**src/rtl/vga_pkg.sv**
```systemverilog
// Shared VGA timing definitions: default 640x480@60 Hz constants, the
// sync/blank bundle carried through the alignment pipeline, and the helper
// used to derive total line/frame lengths from the porch/sync widths.
package vga_pkg;

  localparam int CNT_W   = 10;
  localparam int COLOR_W = 10;

  localparam int DEF_H_ACTIVE   = 640;
  localparam int DEF_H_FP       = 16;
  localparam int DEF_H_SYNC     = 96;
  localparam int DEF_H_BP       = 48;
  localparam int DEF_V_ACTIVE   = 480;
  localparam int DEF_V_FP       = 10;
  localparam int DEF_V_SYNC     = 2;
  localparam int DEF_V_BP       = 33;
  localparam int DEF_PIPE_DELAY = 2;

  // Sync/blank bundle; hs and vs are active-low, de is high in active video.
  typedef struct packed {
    logic hs;
    logic vs;
    logic de;
  } sync_bits_t;

  localparam sync_bits_t SYNC_IDLE = '{hs: 1'b1, vs: 1'b1, de: 1'b0};

  function automatic int calc_total(input int active, input int fp,
                                    input int sync, input int bp);
    return active + fp + sync + bp;
  endfunction

endpackage

```
**src/rtl/vga_sync_delay.sv**
```systemverilog
// Pixel-tick enabled shift register that delays {hs, vs, de} so the sync
// and blank signals line up with RGB returning from the framebuffer logic.
// A depth of zero is a straight wire.
module vga_sync_delay
  import vga_pkg::*;
#(
  parameter int DEPTH = 2
) (
  input  logic       clock,
  input  logic       reset_n,
  input  logic       enable,
  input  sync_bits_t din,
  output sync_bits_t dout
);

  generate
    if (DEPTH == 0) begin : g_bypass
      logic unused_bypass;
      assign unused_bypass = ^{clock, reset_n, enable};
      assign dout = din;
    end else begin : g_shift
      sync_bits_t [DEPTH-1:0] stages;

      // Shift one stage per pixel tick; reset fills the line with idle timing
      always_ff @(posedge clock or negedge reset_n) begin
        if (!reset_n) begin
          for (int i = 0; i < DEPTH; i++) stages[i] <= SYNC_IDLE;
        end else if (enable) begin
          stages[0] <= din;
          for (int i = 1; i < DEPTH; i++) stages[i] <= stages[i-1];
        end
      end

      assign dout = stages[DEPTH-1];
    end
  endgenerate

endmodule

```
**src/rtl/vga_timing_gen.sv**
```systemverilog
// VGA raster generator and DAC output stage. Divides the 50 MHz clock into
// a 25 MHz pixel tick, walks the h/v raster, exports the visible address to
// the framebuffer logic, and registers returning RGB onto the DAC pins with
// sync/blank delayed to match the framebuffer read latency.
module vga_timing_gen
  import vga_pkg::*;
#(
  parameter int H_ACTIVE   = DEF_H_ACTIVE,
  parameter int H_FP       = DEF_H_FP,
  parameter int H_SYNC     = DEF_H_SYNC,
  parameter int H_BP       = DEF_H_BP,
  parameter int V_ACTIVE   = DEF_V_ACTIVE,
  parameter int V_FP       = DEF_V_FP,
  parameter int V_SYNC     = DEF_V_SYNC,
  parameter int V_BP       = DEF_V_BP,
  parameter int PIPE_DELAY = DEF_PIPE_DELAY
) (
  input  logic               clock,
  input  logic               reset_n,
  input  logic [COLOR_W-1:0] vga_r,
  input  logic [COLOR_W-1:0] vga_g,
  input  logic [COLOR_W-1:0] vga_b,
  output logic [CNT_W-1:0]   x_addr,
  output logic [CNT_W-1:0]   y_addr,
  output logic               pixel_tick,
  output logic               frame_start,
  output logic [COLOR_W-1:0] vga_r_DAC,
  output logic [COLOR_W-1:0] vga_g_DAC,
  output logic [COLOR_W-1:0] vga_b_DAC,
  output logic               vga_clock,
  output logic               vga_hs,
  output logic               vga_vs,
  output logic               vga_blank,
  output logic               vga_sync_dac
);

  localparam int H_TOTAL = calc_total(H_ACTIVE, H_FP, H_SYNC, H_BP);
  localparam int V_TOTAL = calc_total(V_ACTIVE, V_FP, V_SYNC, V_BP);

  localparam logic [CNT_W-1:0] H_ACT_C    = CNT_W'(H_ACTIVE);
  localparam logic [CNT_W-1:0] V_ACT_C    = CNT_W'(V_ACTIVE);
  localparam logic [CNT_W-1:0] H_LAST_C   = CNT_W'(H_TOTAL - 1);
  localparam logic [CNT_W-1:0] V_LAST_C   = CNT_W'(V_TOTAL - 1);
  localparam logic [CNT_W-1:0] HS_START_C = CNT_W'(H_ACTIVE + H_FP);
  localparam logic [CNT_W-1:0] HS_END_C   = CNT_W'(H_ACTIVE + H_FP + H_SYNC);
  localparam logic [CNT_W-1:0] VS_START_C = CNT_W'(V_ACTIVE + V_FP);
  localparam logic [CNT_W-1:0] VS_END_C   = CNT_W'(V_ACTIVE + V_FP + V_SYNC);

  generate
    if (H_TOTAL > 1024 || V_TOTAL > 1024) begin : g_total_check
      $error("vga_timing_gen: line or frame total does not fit the 10-bit counters");
    end
    if (PIPE_DELAY < 0 || PIPE_DELAY > 4) begin : g_delay_check
      $error("vga_timing_gen: PIPE_DELAY must be within 0..4");
    end
  endgenerate

  logic             phase;
  logic [CNT_W-1:0] h_count;
  logic [CNT_W-1:0] v_count;
  logic             h_active;
  logic             v_active;
  logic             hs_low;
  logic             vs_low;
  sync_bits_t       raw_q;
  sync_bits_t       sync_dly;

  assign h_active     = (h_count < H_ACT_C);
  assign v_active     = (v_count < V_ACT_C);
  assign hs_low       = (h_count >= HS_START_C) && (h_count < HS_END_C);
  assign vs_low       = (v_count >= VS_START_C) && (v_count < VS_END_C);
  assign vga_sync_dac = 1'b0;

  // Divide by two: pixel_tick strobes once per pixel, vga_clock rises mid-pixel
  always_ff @(posedge clock or negedge reset_n) begin
    if (!reset_n) begin
      phase      <= 1'b0;
      pixel_tick <= 1'b0;
      vga_clock  <= 1'b0;
    end else begin
      phase      <= ~phase;
      pixel_tick <= phase;
      vga_clock  <= phase;
    end
  end

  // Raster position: h wraps every line, v steps on each h wrap
  always_ff @(posedge clock or negedge reset_n) begin
    if (!reset_n) begin
      h_count <= '0;
      v_count <= '0;
    end else if (pixel_tick) begin
      if (h_count == H_LAST_C) begin
        h_count <= '0;
        v_count <= (v_count == V_LAST_C) ? '0 : v_count + 1'b1;
      end else begin
        h_count <= h_count + 1'b1;
      end
    end
  end

  // Register the visible address and raw sync/blank for the current position
  always_ff @(posedge clock or negedge reset_n) begin
    if (!reset_n) begin
      x_addr      <= '0;
      y_addr      <= '0;
      frame_start <= 1'b0;
      raw_q       <= SYNC_IDLE;
    end else begin
      frame_start <= pixel_tick && (h_count == '0) && (v_count == '0);
      if (pixel_tick) begin
        x_addr <= h_active ? h_count : '0;
        y_addr <= v_active ? v_count : '0;
        raw_q  <= '{hs: ~hs_low, vs: ~vs_low, de: h_active && v_active};
      end
    end
  end

  vga_sync_delay #(
    .DEPTH (PIPE_DELAY)
  ) u_sync_delay (
    .clock   (clock),
    .reset_n (reset_n),
    .enable  (pixel_tick),
    .din     (raw_q),
    .dout    (sync_dly)
  );

  // DAC output register: RGB is gated to black whenever the pixel is blanked
  always_ff @(posedge clock or negedge reset_n) begin
    if (!reset_n) begin
      vga_hs    <= 1'b1;
      vga_vs    <= 1'b1;
      vga_blank <= 1'b0;
      vga_r_DAC <= '0;
      vga_g_DAC <= '0;
      vga_b_DAC <= '0;
    end else if (pixel_tick) begin
      vga_hs    <= sync_dly.hs;
      vga_vs    <= sync_dly.vs;
      vga_blank <= sync_dly.de;
      vga_r_DAC <= sync_dly.de ? vga_r : '0;
      vga_g_DAC <= sync_dly.de ? vga_g : '0;
      vga_b_DAC <= sync_dly.de ? vga_b : '0;
    end
  end

endmodule

```
**config.mk**
```make
export PLATFORM = sky130hd
export DESIGN_NAME = vga_timing_gen
export DESIGN_NICKNAME = d
export VERILOG_FILES = /design/src/rtl/vga_pkg.sv /design/src/rtl/vga_sync_delay.sv /design/src/rtl/vga_timing_gen.sv
export SDC_FILE = /design/constraint.sdc
export NUM_CORES = 1
export LEC_CHECK = 0
export BUFFER_PORTS_ARGS = -buffer_cell sky130_fd_sc_hd__buf_2
export CELL_PAD_IN_SITES_DETAIL_PLACEMENT = 0
export CELL_PAD_IN_SITES_GLOBAL_PLACEMENT = 1
export CORE_UTILIZATION = 41
export CTS_CLUSTER_DIAMETER = 60
export CTS_CLUSTER_SIZE = 8
export DETAILED_ROUTE_END_ITERATION = 16
export HOLD_SLACK_MARGIN = 0.15
export PLACE_DENSITY = 0.85
export SYNTH_ARGS = -nofsm -noshare
export SYNTH_HDL_FRONTEND = slang
export SYNTH_HIERARCHICAL = 1
export SYNTH_SLANG_ARGS = --single-unit
```
**constraint.sdc**
```tcl
create_clock -name clock -period 2.6 [get_ports clock]
set_clock_uncertainty 0.15 [all_clocks]
set_input_delay 0.52 -clock clock [delete_from_list [all_inputs] [get_ports clock]]
set_output_delay 0.52 -clock clock [all_outputs]
set_load 0.03 [all_outputs]
```
; ---- Word level (Yosys, flattened, before mapping)
; Cells that the tools add are included.
[totals]
input_bits = 32
regBits = 85
out_inout_bits = 57
wordCells = 50
[classes]
n_lt_le_gt_ge = 6
n_eq_ne = 2
reduce_logical = 8
n_bitwise = 3
n_addsub = 2
muxes = 7
[ops]
columns = op, n
row1 = 10-bit two-way mux, 7
row2 = "10-bit by 1-bit adder with 10-bit output, second input constant", 2
row3 = "10-bit equality test, second input constant", 2
row4 = 10-bit zero test, 2
row5 = "10-bit < comparator, second input constant", 2
row6 = "10-bit by 9-bit < comparator with 1-bit output, second input constant", 2
row7 = "10-bit >= comparator, second input constant", 1
row8 = "10-bit by 9-bit >= comparator with 1-bit output, second input constant", 1
row9 = 1-bit logical AND, 5
row10 = 1-bit inverter, 3
row11 = 2-bit AND reduction, 1

; ---- Depth between registers and ports, before layout
[depth]
word_depth = 3
ltp_mapped = 6
mapped_depth_nobuf = 6

; ---- By module
; Netlist, hierarchy kept.
[modules_own_cells]
columns = module, n_inst, area_per_inst_um2, cells_per_inst, seq_area_each_um2
row1 = vga_timing_gen, 1, 3387.0, 319, 1981.9
row2 = vga_sync_delay, 1, 279.0, 16, 155.1

; ---- Worst setup path before layout
; No wires, ideal clock.
[synth_timing]
path_type = register to register
start = register, netlist name vga_clock
end = register v_count[7]
setup_ns = 0.128
arrival_time_ns = 1.641
n_path_buf = 0
required_time_ns = 2.322
setup_slack_ns = 0.682
period_less_slack_ns = 1.918
stages_incl_launch_ff = 5
path_cell_list = dfrtp_1 nand2_1 or3_4 nor3_2 mux2_1
[synth_rtl]
columns = item, line_no
row1 = to (signal assigned), vga_timing_gen.sv:95  ; v_count <= (v_count == V_LAST_C) ? '0 : v_count + 1'b1;
row2 = to (decl), vga_timing_gen.sv:60  ; logic [CNT_W-1:0] v_count;

; ---- Final worst setup path
[layout_timing]
start = register vga_clock
end = output vga_clock
[layout_rtl]
columns = item, line_no
row1 = from (decl), vga_timing_gen.sv:30  ; output logic vga_clock,
row2 = from (signal assigned), vga_timing_gen.sv:83  ; vga_clock <= phase;
; No word-level cell between the ends.

==> results_dict.tcl <==
set metrics [dict create \
    io_pins 89 \
    clock_sinks 85 \
    drc 1 \
    area_growth_pct 19.7 \
    setup_viol_count_final 0 \
    drt-pass1-iter-count 10 \
    rows 34 \
    final_layout_size_suffix_gt1_share_pct 31.6 \
    post_cts_buffers 0 \
    die-area_um2 9320 \
    r2r_start "h_count[0]" \
    hold_class "input pin to flop" \
    diodes 0 \
    relSlewSlack_pct 37.5 \
    grt_max_degree 51 \
    ys_seq_area_share_pct 58.3 \
    synth_common_cells "77 x dfrtp_1, 40 x inv_1, 39 x nand3_1" \
    ff2ff_path_depth 5 \
    cp-start-kind "flop" \
    cellPowerDensity_nw_per_um2 569 \
    worstMarginPinSlew_ns 0.937 \
    dp_cells 509 \
    syn_area_per_cell_um2 10.9 \
    synthArstFlopShare_pct 100 \
    cp.arrival_ns 1.49 \
    layoutNonFillerInstCount 526 \
    antenna_found_initial 0 \
    postRouteAntennaNets 0 \
    hold_violations 0 \
    vias 2689 \
    grt_pass1_vias 2373 \
    p_leak_nw 2.11 \
    die_w_um 96.6 \
    grt_pass1_wl_mm 11.8 \
    pre_cts_ws_ns 0.616 \
    yosysTopAreaCell "dfrtp_1" \
    setup_slack_ns 0.439 \
    critPathSlowestCell "dfrtp_2" \
    cp_max_fo 48 \
    core_um2 8680 \
    ys_types 44 \
    synth_edf_count 0 \
    yosys-top-cells-area "dfrtp_1 53%, dfstp_2 5.7%, nand3_1 5.3%, o21ai_0 5.2%, a22o_1 4.3%" \
    port-buffer-count 87 \
    power.total_mw 2.50 \
    start_util_pct 42.2 \
    dr.first_iter.drc_count 111 \
    max_freq_mhz 463 \
    required_ns 1.93 \
    routabilityCongestion 0.850 \
    critical_path_class "flop to output pin" \
    synthCells 335 \
    yosys_warnings 6 \
    tns_ns 0 \
    track_usage_pct 16.9 \
    synth_ff_type "dfrtp_1" \
    layout_min_cycle_time_ns 2.16 \
    slew_viol_final 0 \
    viasPerCell 5.11 \
    rsz0062_at_grt "no" \
    critPathCaptureType "output pin" \
    peakVddDrop_mv 0.279 \
    yosys_register_bits 85 \
    numCtsBuffers 9 \
    htree_levels 3 \
    clkTransAtPathRegs_ns 0.09 \
    tritoncts "yes" \
    cts_buffer_depth 2 \
    clockRootBuffer "clkbuf_8" \
    drv_cap 0 \
    wl_mm 7.39 \
    run_status "finished, violations left" \
    path_cells "buf_4, buf_2" \
    min_to "vga_b_DAC[8]" \
    synth_area_um2 3670 \
    fp.dieH_um 96.6 \
    synth_most_common_cell "dfrtp_1" \
    hold_buffers 1 \
    grt-ovfl-total 0 \
    final_nets 449 \
    timing.final.crit_share_pct 83.1 \
    yosysTopAreaCellShare_pct 52.6 \
    wl_per_cell_um 14.0 \
    cts_resized 0 \
    ff2ff_setup_slack_ns 0.59 \
    hpwl_mm 5.08 \
    min_path_cells 3 \
    holdCritStartpoint "vga_b[8]" \
    clock_latency_ns 0.35 \
    violations "design-rule violations" \
    r2r_end "v_count[7]" \
    fillers 816 \
    syn_nets 371 \
    cpPeakStageDelay_ns 0.45 \
]
sequential cells by signal (all words and copies together), names as in the netlist:
name and cells:
vga_g_DAC 10, vga_vs 1, u_sync_delay/g_shift.stages 3, x_addr 10
v_count 10, phase 1, vga_clock 1, y_addr 10
vga_b_DAC 10, vga_r_DAC 10, vga_hs 1, vga_blank 1
frame_start 1, h_count 10, u_sync_delay/dout 3, raw_q 3
layer usage:
metal	vias up	share of wire (%)	global-route usage, %
li1	1308	-	-
met1	1276	48	23.3
met2	97	44	25.4
met3	8	6.9	5.09
met4	0	1.2	5.27
met5	-	0	0
report_power, final:
part           leakage, nW  total [mW]  internal (mW)  switching, mW
Sequential            1.03        1.36           1.35         0.0114
Clock                0.112       0.995          0.508          0.486
Combinational        0.963       0.147         0.0446          0.102
Total                 2.11        2.50           1.90          0.600
area by class of cell:
class | count | area, um^2 | area share [%]
multi-input combinational | 184 | 1250 | 28.4
clock inverter | 5 | 67.6 | 1.54
clock buffer | 11 | 151 | 3.45
inverter | 40 | 150 | 3.42
tap | 108 | 135 | 3.08
sequential | 85 | 2140 | 48.7
timing repair buffer | 93 | 498 | 11.3
cells in the final DEF (no fill, tap or decap), types with 2 or more instances in the layout:
| cell | n |
|---|---|
| a21oi_1 | 3 |
| a22o_1 | 18 |
| a31oi_1 | 2 |
| and3_1 | 6 |
| and4_1 | 2 |
| buf_2 | 86 |
| buf_4 | 5 |
| clkbuf_8 | 11 |
| clkinv_4 | 3 |
| dfrtp_1 | 76 |
| dfstp_2 | 8 |
| ha_1 | 4 |
| inv_1 | 40 |
| mux2_2 | 4 |
| mux2_4 | 6 |
| nand2_1 | 8 |
| nand3_1 | 39 |
| nand3b_1 | 2 |
| nand4_1 | 6 |
| nand4b_1 | 3 |
| nor2_1 | 6 |
| nor2b_1 | 2 |
| nor3_1 | 5 |
| nor3_2 | 3 |
| nor4_1 | 3 |
| o21ai_0 | 38 |
| xnor2_1 | 6 |
| xor2_1 | 3 |
worst max-delay path by stage:
stage,start,end,slack [ns],cells past startpoint
5_1_grt,vga_clock,vga_clock,0.32,2
6_report,vga_clock,vga_clock,0.44,2
3_3_place_gp,h_count[0],v_count[7],0.67,5
4_1_cts,vga_clock,vga_clock,0.42,2
3_5_place_dp,h_count[0],v_count[3],0.62,6
2_1_floorplan,vga_clock,v_count[7],0.68,4
critical path: cells and delay by family (launching register included):
family	cells	cell delay, ns
buffers and inverters	2	0.69
DFF	1	0.45
per-stage QoR:
stage | hold WS (ns) | cell area [um^2] | utilization [%]
after floorplan | 0.0744 | 3670 | -
after global placement | 0.223 | 4160 | 47.9
after detailed placement | 0.216 | 4160 | 47.9
after CTS | 0.229 | 4390 | 50.6
after global routing | 0.234 | 4390 | 50.6
final | 0.242 | 4390 | 50.6
cell families after synthesis:
| family | count (synthesis) | share of synthesized area [%] |
|---|---|---|
| buf+inv | 66 | 7.65 |
| other cells | 1 | 0.102 |
| fa+ha+maj | 4 | 1.37 |
| flops | 85 | 58.3 |
| xor+xnor | 9 | 2.15 |
| simple gates | 92 | 14.8 |
| mux | 12 | 4.27 |
| compound gates | 66 | 11.4 |
Note: power is estimated with default switching activity, not from simulation.
